===== config.mk =====
export PLATFORM = sky130hd
export DESIGN_NAME = rom_arbiter
export DESIGN_NICKNAME = d
export VERILOG_FILES = /design/src/rtl/rom_arbiter.sv
export SDC_FILE = /design/constraint.sdc
export NUM_CORES = 1
export LEC_CHECK = 0
export CAP_MARGIN = 20
export CELL_PAD_IN_SITES_DETAIL_PLACEMENT = 1
export CELL_PAD_IN_SITES_GLOBAL_PLACEMENT = 2
export CORE_ASPECT_RATIO = 0.5
export CORE_MARGIN = 1.5
export CORE_UTILIZATION = 22
export CTS_CLUSTER_DIAMETER = 80
export DETAILED_ROUTE_END_ITERATION = 8
export PLACE_DENSITY_LB_ADDON = 0.3
export SYNTH_ARGS = -nofsm -noshare
export SYNTH_HDL_FRONTEND = slang
export SYNTH_SLANG_ARGS = --single-unit
export TNS_END_PERCENT = 100

===== constraint.sdc =====
create_clock -name clk_i -period 3 [get_ports clk_i]
set_clock_uncertainty 0.15 [all_clocks]
set_input_delay 0.3 -clock clk_i [delete_from_list [all_inputs] [get_ports clk_i]]
set_output_delay 0.3 -clock clk_i [all_outputs]
set_load 0.05 [all_outputs]

===== src/rtl/rom_arbiter.sv =====
// Two-port round-robin arbiter in front of a combinational boot ROM.
// One access is in flight at a time; responses return on the port that was granted.
module rom_arbiter #(
    parameter int                    ADDR_WIDTH  = 32,
    parameter int                    DATA_WIDTH  = 32,
    parameter logic [ADDR_WIDTH-1:0] ROM_BASE    = 32'hBFC00000,
    parameter int                    ROM_BYTES   = 4096,
    parameter int                    WAIT_STATES = 1
) (
    input  logic                  clk_i,
    input  logic                  rst_i,

    input  logic                  if_req_i,
    input  logic [ADDR_WIDTH-1:0] if_addr_i,
    output logic                  if_gnt_o,
    output logic                  if_rvalid_o,
    output logic [DATA_WIDTH-1:0] if_rdata_o,
    output logic                  if_err_o,

    input  logic                  ld_req_i,
    input  logic [ADDR_WIDTH-1:0] ld_addr_i,
    output logic                  ld_gnt_o,
    output logic                  ld_rvalid_o,
    output logic [DATA_WIDTH-1:0] ld_rdata_o,
    output logic                  ld_err_o,

    output logic [ADDR_WIDTH-1:0] rom_addr_o,
    input  logic [DATA_WIDTH-1:0] rom_data_i
);

    localparam int AW1 = ADDR_WIDTH + 1;
    // Highest legal word address, one bit wider so the bound cannot wrap.
    localparam logic [ADDR_WIDTH:0] ROM_LAST = {1'b0, ROM_BASE} + AW1'(ROM_BYTES) - AW1'(4);

    typedef enum logic {
        IDLE,
        ACCESS
    } state_t;

    state_t                  state_reg;
    logic [3:0]              cnt_reg;
    logic                    port_reg;
    logic                    last_reg;
    logic                    bad_reg;
    logic [ADDR_WIDTH-1:0]   addr_reg;
    logic [1:0]              rvalid_reg;
    logic [1:0]              err_reg;
    logic [DATA_WIDTH-1:0]   rdata_reg [2];

    logic [1:0]              req;
    logic [1:0]              gnt;
    logic                    grant_any;
    logic                    sel;
    logic [ADDR_WIDTH-1:0]   sel_addr;
    logic                    addr_bad;
    logic                    done;

    assign req = {ld_req_i, if_req_i};

    always_comb begin
        grant_any = (state_reg == IDLE) && (req != 2'b00);
        // On a conflict the port that lost last time wins; a lone requester always wins.
        sel       = (req == 2'b11) ? ~last_reg : req[1];
        sel_addr  = sel ? ld_addr_i : if_addr_i;
        addr_bad  = (sel_addr[1:0] != 2'b00)
                 || (sel_addr < ROM_BASE)
                 || ({1'b0, sel_addr} > ROM_LAST);
        done      = (state_reg == ACCESS) && (cnt_reg == 4'd0);
    end

    genvar gi;
    generate
        for (gi = 0; gi < 2; gi++) begin : g_port
            assign gnt[gi] = grant_any && (sel == 1'(gi));

            always_ff @(posedge clk_i or posedge rst_i) begin
                if (rst_i) begin
                    rvalid_reg[gi] <= 1'b0;
                    err_reg[gi]    <= 1'b0;
                    rdata_reg[gi]  <= '0;
                end else if (done && (port_reg == 1'(gi))) begin
                    rvalid_reg[gi] <= 1'b1;
                    err_reg[gi]    <= bad_reg;
                    rdata_reg[gi]  <= bad_reg ? '0 : rom_data_i;
                end else begin
                    rvalid_reg[gi] <= 1'b0;
                    err_reg[gi]    <= 1'b0;
                end
            end
        end
    endgenerate

    always_ff @(posedge clk_i or posedge rst_i) begin
        if (rst_i) begin
            state_reg <= IDLE;
            cnt_reg   <= 4'd0;
            port_reg  <= 1'b0;
            last_reg  <= 1'b1;
            bad_reg   <= 1'b0;
            addr_reg  <= ROM_BASE;
        end else begin
            case (state_reg)
                IDLE: begin
                    if (grant_any) begin
                        port_reg  <= sel;
                        last_reg  <= sel;
                        addr_reg  <= sel_addr;
                        bad_reg   <= addr_bad;
                        cnt_reg   <= 4'(WAIT_STATES);
                        state_reg <= ACCESS;
                    end
                end
                ACCESS: begin
                    if (cnt_reg == 4'd0) begin
                        state_reg <= IDLE;
                    end else begin
                        cnt_reg <= cnt_reg - 4'd1;
                    end
                end
                default: state_reg <= IDLE;
            endcase
        end
    end

    assign if_gnt_o    = gnt[0];
    assign ld_gnt_o    = gnt[1];
    assign if_rvalid_o = rvalid_reg[0];
    assign ld_rvalid_o = rvalid_reg[1];
    assign if_err_o    = err_reg[0];
    assign ld_err_o    = err_reg[1];
    assign if_rdata_o  = rdata_reg[0];
    assign ld_rdata_o  = rdata_reg[1];
    assign rom_addr_o  = addr_reg;

endmodule


==> results.toml, run 1 <==
[route]
drc = 0
wl_per_cell_um = 15.41
num_vias = 3797
antenna_left = 0
drt-pass1-iter-count = 4
first_iter_violations = 119
vias_per_cell = 4.186
drt-total-wl_mm = 13.98

[floorplanning]
core_area_um2 = 19860
dieArea_um2 = 21570
fp.dieW_um = 206.2
ios = 202
die_y_um = 104.6
rows = 36
start_util_pct = 22.86

[sta]
worstMarginPinSlew_ns = 0.6772
min_period_ns = 2.461
hold_viol_final = 0
rsz0062_at_grt = "no"
slew_viol_final = 0
fin_tns_setup_ns = 0
finalWorstSetupSlack_ns = 0.5393
max_freq_ghz = 0.4064
finalCritPeriodShare_pct = 82.02
setup_viol = 0
relSlewSlack_pct = 54.85

[placement]
placed_cell_area_um2 = 6793
dp.cells = 891
dpl_worst_slack_ns = 0.5336
io_buffers = 201
globalplace.congestion = 0.7523
dp_hpwl_mm = 10.14

[global_route]
antenna_found_initial = 0
grt_first_pass_wirelength_mm = 22.43
overflow = 0
grt_pass1_vias = 4082
grt_usage_pct = 13.43
grt_start_max_net_pins = 71

[logic_synthesis]
yosys.area.top_type = "dfrtp_1"
synth_seq_cells = 108
synth_area_um2 = 4542
synthCells = 444
synthesis.nets = 545
synthDistinctLibCells = 34
synthTopCellsByArea = "dfrtp_1 54%, nand2_1 11%, mux2i_1 6.8%, dfstp_2 5.8%, o21ai_0 5.7%"
synth_top_area_share_pct = 53.99
ys_warn_count = 0
synth-seq-area-share_pct = 59.78
syn_area_per_cell_um2 = 10.23

[layout]
n_antenna_cell = 0
area_growth_pct = 55.54
design_area_um2 = 7064
final_common_cell = "clkdlybuf4s50_1"
final_cell_count_no_fill = 907
drive_gt1_share_pct = 6.240
nFillCells = 2283
nets = 737
final_core_utilization_pct = 35.56
final_cell_mix = "200 x clkdlybuf4s50_1, 129 x nand2_1, 98 x dfrtp_1"

[worst_hold_path]
hp-class = "primary input to asynchronous set/reset pin"

[critical_path]
path_cells = "clkdlybuf4s50_1, a21boi_4, buf_4, nor2b_1, buf_4"
slowest_delay_ns = 0.56
cpMostUsedCell = "buf_4"
worstPathArrival_ns = 2.01
cpMaxStageDelayCell = "clkdlybuf4s50_1"
path_max_fanout = 26
critical_path_class = "primary input to output pin"
crit_required_ns = 2.55
end_kind = "output pin"
crit_path_start_kind = "primary input"

[cts]
ctsResizeCount = 0
cts_tree = "done"
path_clk_slew_ns = 0.07
htree_levels = 3
numCtsBuffers = 9
postCtsSetupRepairBufs = 0
cts_hold_buf = 0
cts_root_buffer = "clkbuf_16"
clk_path_buf_depth = 2
cts_sinks = 108
clk_latency_ns = 0.35

[outcome]
status = "finished, final reports clean"

[power_and_ir_drop]
pwr_density_cell_nw_per_um2 = 1089
p_leak_nw = 2.915
vdd_ir_drop_max_v = 0.0003084

[job]
cap_violations = 0
-- worst max-delay path: cells and delay by family --
kind / cells / cell delay (ns)
AOI/OAI and AO/OA: 1 / 0.21
buffers and inverters: 3 / 1.21
and+or+nand+nor: 1 / 0.29
-- area by class of cell --
type                       instances  area, um2  share of cell area (%)
sequential                       108       2715                   38.43
timing repair buffer             209       2107                   29.83
multi-input combinational        302       1612                   22.81
tap                              266      332.8                   4.711
clock buffer                      12      246.5                   3.489
inverter                           6      26.28                  0.3719
clock inverter                     4      25.02                  0.3542
-- cell families after synthesis --
kind of cell	count (synthesis)	synth area share (%)
AO/OA/AOI/OAI	107	12.45
adder cells (fa/ha/maj)	1	0.2754
flip-flops	108	59.78
XOR/XNOR	1	0.1929
multiplexers	31	6.832
buffers and inverters	34	5.069
AND/OR/NAND/NOR	162	15.40
-- cells in the mapped netlist --
library cell,count
buf_6,11
nand3b_2,1
clkbuf_2,2
a32oi_1,1
nor4b_1,1
nand2b_4,1
a21boi_2,1
o21ai_1,47
nand3b_1,2
xnor2_1,1
ha_1,1
buf_2,5
nor3_1,4
dfrtp_1,98
o21bai_2,1
nand3_2,1
nand2b_1,2
mux2i_1,31
nand3_1,4
a22oi_1,1
buf_4,3
nand2_1,129
clkinv_1,1
nor2_1,7
nand4b_1,4
nor2_4,1
clkbuf_1,7
dfstp_2,10
a31o_1,1
inv_1,5
a21o_1,3
nor4_1,4
o21ai_0,52
nor2b_1,1
-- per-stage QoR --
| step | total power, mW | hold WS, ns |
|---|---|---|
| 6_report | 7.696 | 0.2541 |
| 5_1_grt | 8.151 | 0.2834 |
| 4_1_cts | 7.836 | 0.2606 |
| 3_5_place_dp | 6.658 | 0.3087 |
| 3_3_place_gp | 6.610 | 0.3045 |
| 2_1_floorplan | 5.157 | 0.3019 |
-- power by group --
part / switching, mW / internal (mW)
sequential: 0.325 / 2.07
combinational: 2.81 / 1.35
clock: 0.551 / 0.585
-- per-layer routing --
layer	wire, um	track usage, %	up-vias
met5	0	0	-
met4	112	2.847	0
met3	821	4.897	10
met2	7046	23.30	88
met1	5995	15.83	1825
li1	-	-	1874
-- path summary, 6_finish.rpt --
kind / start / to / slack [ns] / cells past startpoint
min in group clk_i: rom_addr_o[26] / rom_addr_o[26] / 0.31 / 2
hold / removal: rst_i / ld_rdata_o[30] / 0.25 / 3
hold reg to reg: rom_addr_o[26] / rom_addr_o[26] / 0.31 / 2
max in group asynchronous: rst_i / rom_addr_o[25] / 2.10 / 3
setup reg to reg: cnt_reg[0] / ld_rdata_o[13] / 0.75 / 8
setup / recovery: ld_req_i / ld_gnt_o / 0.54 / 5
Power figures use the tool's default switching activity.
==> run 2, diff against run 1 <==
- CORE_UTILIZATION: 22 -> 24
- clock period: 3 -> 2.42 ns (I/O delays scaled with it)
==> results.toml, run 2 (same netlist as run 1, synthesis figures left out) <==
[placement]
placed_cell_area_um2 = 6842
io_buffers = 201
dp_hpwl_mm = 9.969
globalplace.congestion = 0.7523

[sta]
whs_ns = 0.1170
hold_viol_final = 0
setup_viol = 0
min_period_ns = 2.100
slew_viol_final = 0
worstMarginPinSlew_ns = 0.5591
fin_tns_setup_ns = 0
rsz0062_at_grt = "no"
max_freq_ghz = 0.4763
relSlewSlack_pct = 62.61
finalCritPeriodShare_pct = 86.76

[floorplanning]
ios = 202
dieArea_um2 = 19810
fp.dieW_um = 197.5
die_y_um = 100.3
core_area_um2 = 18480
start_util_pct = 24.58
rows = 35

[critical_path]
slowest_delay_ns = 0.82
crit_buf_inv = 1
crit_path_start_kind = "flip-flop"
worstPathArrival_ns = 1.71
critical_path_class = "flip-flop to output pin"
cpMaxStageDelayCell = "clkdlybuf4s50_1"
crit_family = "buffers and inverters"
path_cells = "clkdlybuf4s50_1"
path_max_fanout = 2
end_kind = "output pin"
crit_required_ns = 2.03

[layout]
area_growth_pct = 56.45
register_area_um2 = 2715
final_cell_mix = "199 x clkdlybuf4s50_1, 129 x nand2_1, 98 x dfrtp_1"
drive_gt1_share_pct = 6.522
multiInputGateArea_um2 = 1612
nets = 740
nFillCells = 2081
design_area_um2 = 7106
n_antenna_cell = 0
final_common_cell = "clkdlybuf4s50_1"

[cts]
path_clk_slew_ns = 0.07
htree_levels = 3
ctsResizeCount = 0
clk_path_buf_depth = 2
cts_hold_buf = 0
numCtsBuffers = 9
postCtsSetupRepairBufs = 0
cts_tree = "done"
clk_latency_ns = 0.34
cts_sinks = 108
cts_root_buffer = "clkbuf_16"

[global_route]
antenna_found_initial = 0
overflow = 0
grt_pass1_vias = 4127
grt_first_pass_wirelength_mm = 22.20
grt_start_max_net_pins = 67
grt_usage_pct = 14.60

[route]
drc = 0
met1_length_mm = 6.004
drt-pass1-iter-count = 4
num_vias = 3802
drt-total-wl_mm = 13.71
vias_per_cell = 4.210
first_iter_violations = 72
wl_per_cell_um = 15.18
highest_layer = "met4"
dr_wl_met3_um = 757
wl_met2_mm = 6.869
antenna_left = 0

[job]
cap_violations = 0

[worst_hold_path]
hp-class = "primary input to asynchronous set/reset pin"

[power_and_ir_drop]
vdd_ir_drop_max_v = 0.0004861
pwr_density_cell_nw_per_um2 = 1344
p_leak_nw = 2.946
total_power_mw = 9.552

[outcome]
status = "finished, final reports clean"
-- run 2: cell count changes in the layout (fill, tap and decap cells not counted), sizes merged --
cell           previous run  this run
clkbuf                   12        14
buf                       9        13
clkdlybuf4s50           200       199
clkinvlp                  3         1
-- run 2: routing by layer --
metal | vias to the layer above | track usage [%]
li1 | 1887 | -
met1 | 1825 | 17.37
met2 | 85 | 25.81
met3 | 5 | 5.007
met4 | 0 | 2.819
met5 | - | 0
-- run 2: metrics by stage --
stage / instances / worst slack (ns) / utilization, %
after global placement: 887 / 0.3638 / 37.02
after global routing: 903 / 0.2674 / 38.45
final: 903 / 0.3205 / 38.45
after floorplan: 444 / 0.4947 / -
after detailed placement: 887 / 0.3156 / 37.02
after CTS: 903 / 0.2806 / 38.45
-- run 2: final timing paths --
path	start	to	slack, ns	cells after the start
setup / recovery	rom_addr_o[28]	rom_addr_o[28]	0.32	1
hold / removal	rst_i	if_rdata_o[26]	0.12	2
setup reg to reg	cnt_reg[0]	ld_rdata_o[14]	0.68	7
hold reg to reg	rom_addr_o[26]	rom_addr_o[26]	0.32	2
max in group asynchronous	rst_i	ld_rdata_o[8]	1.36	3
min in group clk_i	rom_addr_o[26]	rom_addr_o[26]	0.32	2
-- run 2: report_power, final --
part | switching (mW) | total, mW | leakage, nW | internal, mW
combinational | 3.48 | 5.21 | 1.43 | 1.73
sequential | 0.407 | 2.97 | 1.39 | 2.57
clock | 0.641 | 1.37 | 0.131 | 0.726
-- run 2: cell type report --
cell class                 instances  area share (%)
inverter                           6          0.3698
tap                              259           4.561
clock inverter                     2          0.1409
multi-input combinational        302           22.68
timing repair buffer             212           30.46
sequential                       108           38.21
clock buffer                      14           3.575
==> run 3, diff against run 2 <==
- CORE_UTILIZATION: 24 -> 35
- DONT_BUFFER_PORTS: default -> 1
==> results.toml, run 3 (same netlist as run 1, synthesis figures left out) <==
[outcome]
status = "finished, final reports clean"

[route]
drt-pass1-iter-count = 4
drt-total-wl_mm = 12.40
wl_per_cell_um = 17.32
drc = 0
vias_per_cell = 4.877
num_vias = 3492
first_iter_violations = 118
antenna_left = 0

[sta]
slew_viol_final = 0
hold_viol_final = 0
finalCritPeriodShare_pct = 92.93
setup_viol = 0
rsz0062_at_grt = "no"
worstMarginPinSlew_ns = 0.8493
max_freq_ghz = 0.4446
relSlewSlack_pct = 43.23
fin_tns_setup_ns = 0
min_period_ns = 2.249
finalWorstSetupSlack_ns = 0.1710

[cts]
clk_latency_ns = 0.34
numCtsBuffers = 9
path_clk_slew_ns = 0.07
cts_root_buffer = "clkbuf_16"
clk_path_buf_depth = 2
cts_tree = "done"
ctsResizeCount = 0
cts_sinks = 108
htree_levels = 3

[critical_path]
path_max_fanout = 10
rr_endpoint = "rom_addr_o[8]"
r2r_start = "last_reg"
critical_path_class = "flip-flop to flip-flop"
end_kind = "flip-flop"
crit_required_ns = 2.47
r2r_setup_slack_ns = 0.17
worstPathArrival_ns = 2.30
crit_path_start_kind = "flip-flop"
r2r_cells = 5

[floorplanning]
start_util_pct = 35.87
fp.dieW_um = 164.1
die_y_um = 83.55
core_area_um2 = 12660
ios = 202
rows = 29
dieArea_um2 = 13710

[global_route]
grt_start_max_net_pins = 67
grt_usage_pct = 18.45
antenna_found_initial = 0
grt_pass1_vias = 3741
grt_first_pass_wirelength_mm = 19.82
overflow = 0

[layout]
nFillCells = 1382
register_area_um2 = 2715
area_growth_pct = 32.78
n_antenna_cell = 0
multiInputGateArea_um2 = 1612
nets = 642
drive_gt1_share_pct = 9.524
final_common_cell = "nand2_1"
final_cell_mix = "129 x nand2_1, 98 x dfrtp_1, 95 x dlygate4sd3_1"

[worst_hold_path]
min_to = "bad_reg"
hold_start = "ld_addr_i[31]"
hold_depth = 3
hp-class = "primary input to flip-flop"

[power_and_ir_drop]
p_leak_nw = 2.647
pwr_density_cell_nw_per_um2 = 1413
vdd_ir_drop_max_v = 0.0006611

[placement]
io_buffers = 0
globalplace.congestion = 0.7071
dp_hpwl_mm = 7.980
dpl_worst_slack_ns = 0.3482

[job]
cap_violations = 0
## run 3: cell types whose count changed in the layout (fill, tap and decap cells not counted)
cell | previous run | this run
bufinv_16 | 0 | 1
dlygate4sd3_1 | 0 | 95
clkdlybuf4s50_1 | 199 | 0
clkinv_2 | 2 | 1
buf_4 | 7 | 14
inv_6 | 0 | 2
clkbuf_1 | 4 | 0
buf_12 | 6 | 5
clkinv_4 | 0 | 2
## run 3: through the flow
stage | area (um2) | utilization, % | power, mW | hold slack [ns] | std cells
final | 6031 | 47.62 | 8.519 | 0.1416 | 716
after global routing | 6031 | 47.62 | 8.955 | 0.1968 | 716
after floorplan | 4546 | - | 6.393 | 0.2439 | 444
after global placement | 4726 | 37.32 | 6.763 | 0.06842 | 599
after detailed placement | 4726 | 37.32 | 6.843 | 0.06593 | 599
after CTS | 5986 | 47.27 | 8.576 | 0.1562 | 710
## run 3: routing by layer
layer  up-vias  wire length, um  GRT usage, %  part of all wire (%)
met3        14             1041         6.359                   8.4
met5         -                0             0                     0
li1       1680                -             -                     -
met4         0              167         5.289                   1.3
met1      1676             5259         22.34                    42
met2       122             5935         31.11                    48
## run 3: how the worst max path moves through the flow
stage / start / end / slack [ns]
6_report: last_reg / rom_addr_o[8] / 0.17
5_1_grt: last_reg / rom_addr_o[8] / 0.09
4_1_cts: last_reg / rom_addr_o[9] / 0.15
3_5_place_dp: cnt_reg[0] / ld_rdata_o[28] / 0.35
3_3_place_gp: cnt_reg[0] / ld_rdata_o[10] / 0.49
2_1_floorplan: last_reg / if_gnt_o / 0.49
## run 3: repair_timing
action	CTS	global route
buffers inserted	0	6
hold endpoints to repair	110	0
hold buffers	95	0
setup endpoints to repair	0	1
## run 3: critical path: stages, from the launching register on
cell           delay (ns)
dfstp_2              0.39
a21boi_4             0.33
buf_4                0.30
mux2i_1              0.27
dlygate4sd3_1        0.59
o21ai_1              0.06
## run 3: where the power goes
group          internal (mW)  total (mW)  switching (mW)
Clock                  0.842        1.53           0.691
Combinational          0.706        1.57           0.861
Sequential              2.54        5.42            2.88
## run 3: area by class of cell
class,count,area share (%)
repair buffers,114,19.17
inverters,6,0.4357
flip-flops and latches,108,45.02
well taps,170,3.527
clock inverters,6,1.162
multi-input cells,302,26.72
clock buffers,10,3.963
